## src/rtl/lsu_mem_master.sv

```systemverilog
// lsu_mem_master: load/store initiator between the CPU pipeline and the
// byte-addressed data RAM. It accepts one request at a time, rejects
// misaligned, out-of-range and malformed requests without touching memory,
// drives the RAM port, and returns load data (or the AMO old value) over a
// valid/ready response channel.
//
// Optional feature: define LSU_AMO_EN to build the word AMO read-modify-write
// path (AMO_WR state). Without it, req_op=10 is answered with an error.
//
// Ports:
//   clk, rst                  clock, asynchronous active-high reset
//   req_valid/req_ready       request handshake (ready iff IDLE)
//   req_op, req_funct3,
//   req_amo_fn, req_addr,
//   req_wdata                 request fields
//   rsp_valid/rsp_ready       response handshake
//   rsp_data, rsp_err         load result / AMO old value, error flag
//   mem_addr, mem_din,
//   mem_we, mem_u_b_h_w       RAM port (RAM writes on negedge)
//   mem_dout                  RAM combinational read data, already extended
module lsu_mem_master #(
    parameter int unsigned ADDR_BITS = 7
) (
    input  logic        clk,
    input  logic        rst,
    input  logic        req_valid,
    output logic        req_ready,
    input  logic [1:0]  req_op,
    input  logic [2:0]  req_funct3,
    input  logic [2:0]  req_amo_fn,
    input  logic [31:0] req_addr,
    input  logic [31:0] req_wdata,
    output logic        rsp_valid,
    input  logic        rsp_ready,
    output logic [31:0] rsp_data,
    output logic        rsp_err,
    output logic [31:0] mem_addr,
    output logic [31:0] mem_din,
    output logic        mem_we,
    output logic [2:0]  mem_u_b_h_w,
    input  logic [31:0] mem_dout
);

    localparam logic [1:0] OP_LOAD  = 2'b00;
    localparam logic [1:0] OP_STORE = 2'b01;
    localparam logic [1:0] OP_AMO   = 2'b10;
    localparam logic [1:0] OP_RSVD  = 2'b11;

`ifdef LSU_AMO_EN
    typedef enum logic [1:0] {IDLE, ACCESS, AMO_WR, RESP} state_t;
`else
    typedef enum logic [1:0] {IDLE, ACCESS, RESP} state_t;
`endif

    state_t      state, state_d;
    logic [1:0]  op_q;
    logic        req_err;
    logic        accept;

    assign req_ready = (state == IDLE);
    assign rsp_valid = (state == RESP);
    assign accept    = req_valid && (state == IDLE);

    // Request legality check on the raw request fields.
    always_comb begin
        req_err = 1'b0;
        if (req_funct3 == 3'b011 || req_funct3 == 3'b110 || req_funct3 == 3'b111)
            req_err = 1'b1;
        if (req_op == OP_STORE && req_funct3[2])
            req_err = 1'b1;
        if (req_funct3[1:0] == 2'b01 && req_addr[0])
            req_err = 1'b1;
        if (req_funct3[1:0] == 2'b10 && req_addr[1:0] != 2'b00)
            req_err = 1'b1;
        if ((req_addr >> ADDR_BITS) != 32'd0)
            req_err = 1'b1;
        if (req_op == OP_RSVD)
            req_err = 1'b1;
`ifdef LSU_AMO_EN
        if (req_op == OP_AMO && (req_funct3 != 3'b010 || req_amo_fn > 3'b100))
            req_err = 1'b1;
`else
        // amo_fn is still inspected so the port is not left dangling; any AMO
        // is rejected regardless.
        if (req_op == OP_AMO || req_amo_fn > 3'b100 && req_op == OP_AMO)
            req_err = 1'b1;
`endif
    end

`ifdef LSU_AMO_EN
    logic [2:0]  amo_fn_q;
    logic [31:0] amo_result;

    // mem_din still holds the operand during ACCESS; old value is mem_dout.
    always_comb begin
        amo_result = mem_din;
        case (amo_fn_q)
            3'b000:  amo_result = mem_din;
            3'b001:  amo_result = mem_dout + mem_din;
            3'b010:  amo_result = mem_dout ^ mem_din;
            3'b011:  amo_result = mem_dout & mem_din;
            3'b100:  amo_result = mem_dout | mem_din;
            default: amo_result = mem_din;
        endcase
    end
`endif

    always_ff @(posedge clk or posedge rst) begin
        if (rst) state <= IDLE;
        else     state <= state_d;
    end

    // Next state and write enable, decoded from registered state only.
    always_comb begin
        state_d = state;
        mem_we  = 1'b0;
        case (state)
            IDLE: begin
                if (req_valid) state_d = req_err ? RESP : ACCESS;
            end
            ACCESS: begin
                mem_we  = (op_q == OP_STORE);
`ifdef LSU_AMO_EN
                state_d = (op_q == OP_AMO) ? AMO_WR : RESP;
`else
                state_d = RESP;
`endif
            end
`ifdef LSU_AMO_EN
            AMO_WR: begin
                mem_we  = 1'b1;
                state_d = RESP;
            end
`endif
            RESP: begin
                if (rsp_ready) state_d = IDLE;
            end
            default: state_d = IDLE;
        endcase
    end

    always_ff @(posedge clk or posedge rst) begin
        if (rst) begin
            op_q        <= OP_LOAD;
            rsp_data    <= '0;
            rsp_err     <= 1'b0;
            mem_addr    <= '0;
            mem_din     <= '0;
            mem_u_b_h_w <= '0;
`ifdef LSU_AMO_EN
            amo_fn_q    <= '0;
`endif
        end else begin
            if (accept) begin
                op_q     <= req_op;
                rsp_data <= '0;
                rsp_err  <= req_err;
`ifdef LSU_AMO_EN
                amo_fn_q <= req_amo_fn;
`endif
                // Rejected requests leave the RAM port untouched.
                if (!req_err) begin
                    mem_addr    <= req_addr;
                    mem_din     <= req_wdata;
                    mem_u_b_h_w <= req_funct3;
                end
            end
            if (state == ACCESS && op_q != OP_STORE) begin
                rsp_data <= mem_dout;
`ifdef LSU_AMO_EN
                if (op_q == OP_AMO) mem_din <= amo_result;
`endif
            end
        end
    end

endmodule

```

## config.mk

```make
export PLATFORM = sky130hd
export DESIGN_NAME = lsu_mem_master
export DESIGN_NICKNAME = d
export VERILOG_FILES = /design/src/rtl/lsu_mem_master.sv
export SDC_FILE = /design/constraint.sdc
export NUM_CORES = 1
export LEC_CHECK = 0
export BUFFER_PORTS_ARGS = -buffer_cell sky130_fd_sc_hd__buf_2
export CAP_MARGIN = 0
export CELL_PAD_IN_SITES_DETAIL_PLACEMENT = 1
export CELL_PAD_IN_SITES_GLOBAL_PLACEMENT = 2
export CORE_ASPECT_RATIO = 1.75
export CORE_UTILIZATION = 25
export DETAILED_ROUTE_END_ITERATION = 8
export PLACE_DENSITY_LB_ADDON = 0.1
export SLEW_MARGIN = 5
export SYNTH_ARGS = -nofsm -noshare
export SYNTH_HDL_FRONTEND = slang
export SYNTH_SLANG_ARGS = --single-unit
export TNS_END_PERCENT = 20
```

## constraint.sdc

```tcl
create_clock -name clk -period 3.2 [get_ports clk]
set_input_delay 0.32 -clock clk [delete_from_list [all_inputs] [get_ports clk]]
set_output_delay 0.32 -clock clk [all_outputs]
set_load 0.02 [all_outputs]
```

==> metrics.sh <==
SYNTHFLOPTYPE='sky130_fd_sc_hd__dfrtp_1'
CP-STARTPOINT='state[0]'
RSZ0062_AT_GRT='false'
CTS_SINKS=104
CTS.ROOT.BUFFER_CELL='sky130_fd_sc_hd__clkbuf_16'
DETAIL_ROUTE.FIRST_PASS.ITERATIONS=4
ROUTE.FINAL.WIRE_LENGTH_UM=10310
GPL.FINAL_WEIGHTED_CONGESTION=0.7158
GROUTE.USAGE.OVERALL_PCT=13.59
YOSYS-TOP-CELLS-AREA='sky130_fd_sc_hd__dfrtp_1, sky130_fd_sc_hd__mux2_2, sky130_fd_sc_hd__a22o_1'
SWITCHING_SHARE_PCT=22.71
WORSTSETUPSTARTPOINTTYPE='flop'
RUN_STATUS='completed'
P_INT_uW=1915
FIN_TOTAL_PWR_uW=2478
TIMING.SETUP.TNS_NS=0
POST_CTS_HOLD_BUFFER_COUNT=0
RELSLEWSLACK_PCT=49.51
POST-SYNTH-TOP-AREA-CELL='sky130_fd_sc_hd__dfrtp_1'
FINALNETCOUNT=561
VIA_COUNT_OF_THE_FIRST_GLOBAL_ROUTING_PASS=3027
DETAILED_PLACE.AREA_MM2=0.005034
GRT_MAX_DEGREE=70
FIRST_PASS_GRT_WIRE_LENGTH_UM=15790
SYNTH_CELLS=244
FINALMAXSLEWVIOLATIONS=0
CLK_LATENCY_NS=0.34
TIMING.CRITICAL_PATH.SLOWEST_STAGE_CELL='sky130_fd_sc_hd__dfrtp_1'
FIN_CRIT_SH_PCT=64.99
FINALWORSTPATHREQUIREDPERIOD_NS=2.080
CTS_RESIZED=0
SYNTH_EDF_COUNT=0
CRIT_FAMILY='simple AND/OR/NAND/NOR gates'
YOSYSUNIQUECELLTYPES=23
INSERTED_CLOCK_BUFFERS=9
POST_CTS.REPAIR.SETUP_BUFFERS=0
STATIC-LEAKAGE-POWER_uW=0.003048
SYNTH_SEQ_AREA_SHARE_PCT=68.58
RR_STARTPOINT='state[0]'
YOSYS_WARNINGS=0
LAYOUT-DRIVE-GT1-SHARE_PCT=59.74
MIN_PATH_TYPE='input port to asynchronous set/reset pin'
POST_ROUTE_CELL_AREA_MM2=0.005298
POST_ROUTE_DRC_VIOLATION_COUNT=0
PEAKVDDDROP_mV=0.2275
CLOCKBUFFERDEPTH=2
INITIALDRTVIOLATIONCOUNT=74
MAXCLOCKFREQUENCY_GHz=0.4808
CLKTRANSATPATHREGS_NS=0.07
COMB_POWER_SHARE_PCT=5.8
FINAL_CORE_UTIL_PCT=35.70
POSTROUTEANTENNANETS=0
SHARE_OF_YOSYS_CELL_AREA_CLAIMED_BY_THE_TOP_AREA_CELL_TYPE_PCT=68.58
CRITICAL_PATH.CELL_CHAIN='nor2_2 > nand2_1 > nor4_4 > buf_12 > mux2_2'
CLOCKPOWERSHARE_PCT=40.5
CTS.HTREE.LEVELS=3
TIMING.CRITICAL_PATH.SLOWEST_CELL_DELAY_NS=0.42
VIAS_PER_CELL=4.400
CRITICAL_PATH_END_TYPE='flop'
SYNTHESIS.AREA_MM2=0.003795
WORSTPATHARRIVAL_NS=2.29
DIE_W_UM=95.14
SYNTHESIS.AREA_PER_INSTANCE_UM2=15.55
IO_BUFFERS=207
AREAGROWTHSYNTHTOFINISH_PCT=39.60
CRITICAL_PATH.MAX_FANOUT=69
DRV_CAP=0
SYN-NUM-NETS=352
CATEGORY_OF_THE_CRITICAL_SETUP_TIMING_PATH='flop to flop'
SHARE_OF_SYNTHESIZED_FLIP_FLOPS_WITH_AN_ASYNCHRONOUS_SET_OR_RESET_PCT=100.0
TIMING.HOLD.WS_NS=0.1187
YOSYS_REGISTER_BITS=104
DIE_AREA_MM2=0.01570
CLOCK-SKEW-FINAL_NS=0.008872
DIODES=0
WORSTPATHBUFFERINVERTERCOUNT=1
HOLD_VIOLATIONS_FINAL=0
INITIAL_CORE_UTIL_PCT=25.58
DIE_H_UM=165.0
WL_PER_CELL_UM=16.11
IO-PIN-COUNT=211
P_SEQ_SHARE_PCT=53.7
PWR_DENSITY_CELL_mW_PER_MM2=467.7
NUM_ROWS=59
CLOCK_TREE_FROM_TRITONCTS='built'
FINAL-SETUP-VIOL-COUNT=0
OVERFLOW=0
ANTENNA_FOUND_INITIAL=0
SWITCHING_POWER_SUMMED_OVER_ALL_NETS_uW=562.8
DESIGN.CORE.AREA_MM2=0.01484
VIA_COUNT=2816
HPWL_DETAILED_UM=7600
WORST_PIN_SLEW_NS=0.7573
CRIT_REQUIRED_NS=3.42
## flip-flops by register name (all words and copies together), names as in the netlist
name         flops
mem_addr        32
mem_din         32
mem_u_b_h_w      3
op_q             2
rsp_data        32
rsp_err          1
state            2
## path summary, 6_finish.rpt
kind                                      to  slack (ns)  cells past startpoint
worst max register to register    mem_din[3]        1.12                      5
min in group clk                 rsp_data[1]        0.20                      2
worst min register to register  mem_addr[19]        0.49                      1
worst max-delay path              mem_din[3]        1.12                      5
max in group asynchronous         mem_din[9]        2.36                      3
worst min-delay path             mem_din[24]        0.12                      2
## cell type report
class                   count  area, um2
inverters                   2      10.01
clock buffers              11      232.7
fillers                  1673       9540
well taps                 183      229.0
repair buffers            211       1091
flip-flops and latches    104       2603
multi-input cells         125       1101
clock inverters             4      31.28
## worst register-to-register path, stage by stage (launching register included)
cell,delay [ns]
sky130_fd_sc_hd__dfrtp_1,0.42
sky130_fd_sc_hd__nor2_2,0.24
sky130_fd_sc_hd__nand2_1,0.19
sky130_fd_sc_hd__nor4_4,0.35
sky130_fd_sc_hd__buf_12,0.35
sky130_fd_sc_hd__mux2_2,0.41
## cells in the final DEF, fill, tap and decap left out, drive strengths merged
cell type,n
buf,211
dfrtp,104
mux2,44
a22o,32
nor2b,26
clkbuf,11
nor4,7
a21oi,4
clkinvlp,3
inv,3
nand4,2
nor2,2
nand2b,1
nand2,1
o31a,1
a211oi,1
o21ai,1
nor3b,1
o31ai,1
o21a,1
## per-stage QoR
step                      std cells  setup slack (ns)
final                           640             1.120
after global routing            640            0.9912
after CTS                       640             1.065
after detailed placement        625            0.9413
after global placement          625            0.9407
after floorplan                 244            0.1478
## layer usage
metal  routed length [um]  GRT usage [%]  share of wire [%]
met2                 5344          23.38                 52
met5                    0              0                  0
met3                  784          3.821                7.6
met1                 4058          15.89                 39
met4                  127          4.752                1.2
## cells by family after synthesis
group | count (synthesis) | synth area share, %
flops | 104 | 68.58
buf+inv | 15 | 2.605
simple gates | 40 | 6.891
mux | 44 | 13.06
compound gates | 41 | 8.869
## Yosys cell counts, drive strengths merged (2+ instances only)
cell type / count
buf: 7
nor4: 7
nor2: 2
a22o: 32
mux2: 44
nand4: 2
inv: 2
dfrtp: 104
clkbuf: 6
a21oi: 4
nor2b: 26
## power groups by stage
stage	registers [uW]	clock network (uW)	logic (uW)
3_3_place_gp	1350	0	145
4_1_cts	1330	1060	149
3_5_place_dp	1360	0	148
6_report	1330	1000	143
5_1_grt	1330	1100	163
2_1_floorplan	1350	0	56.2
(Power assumes the default switching activity.)
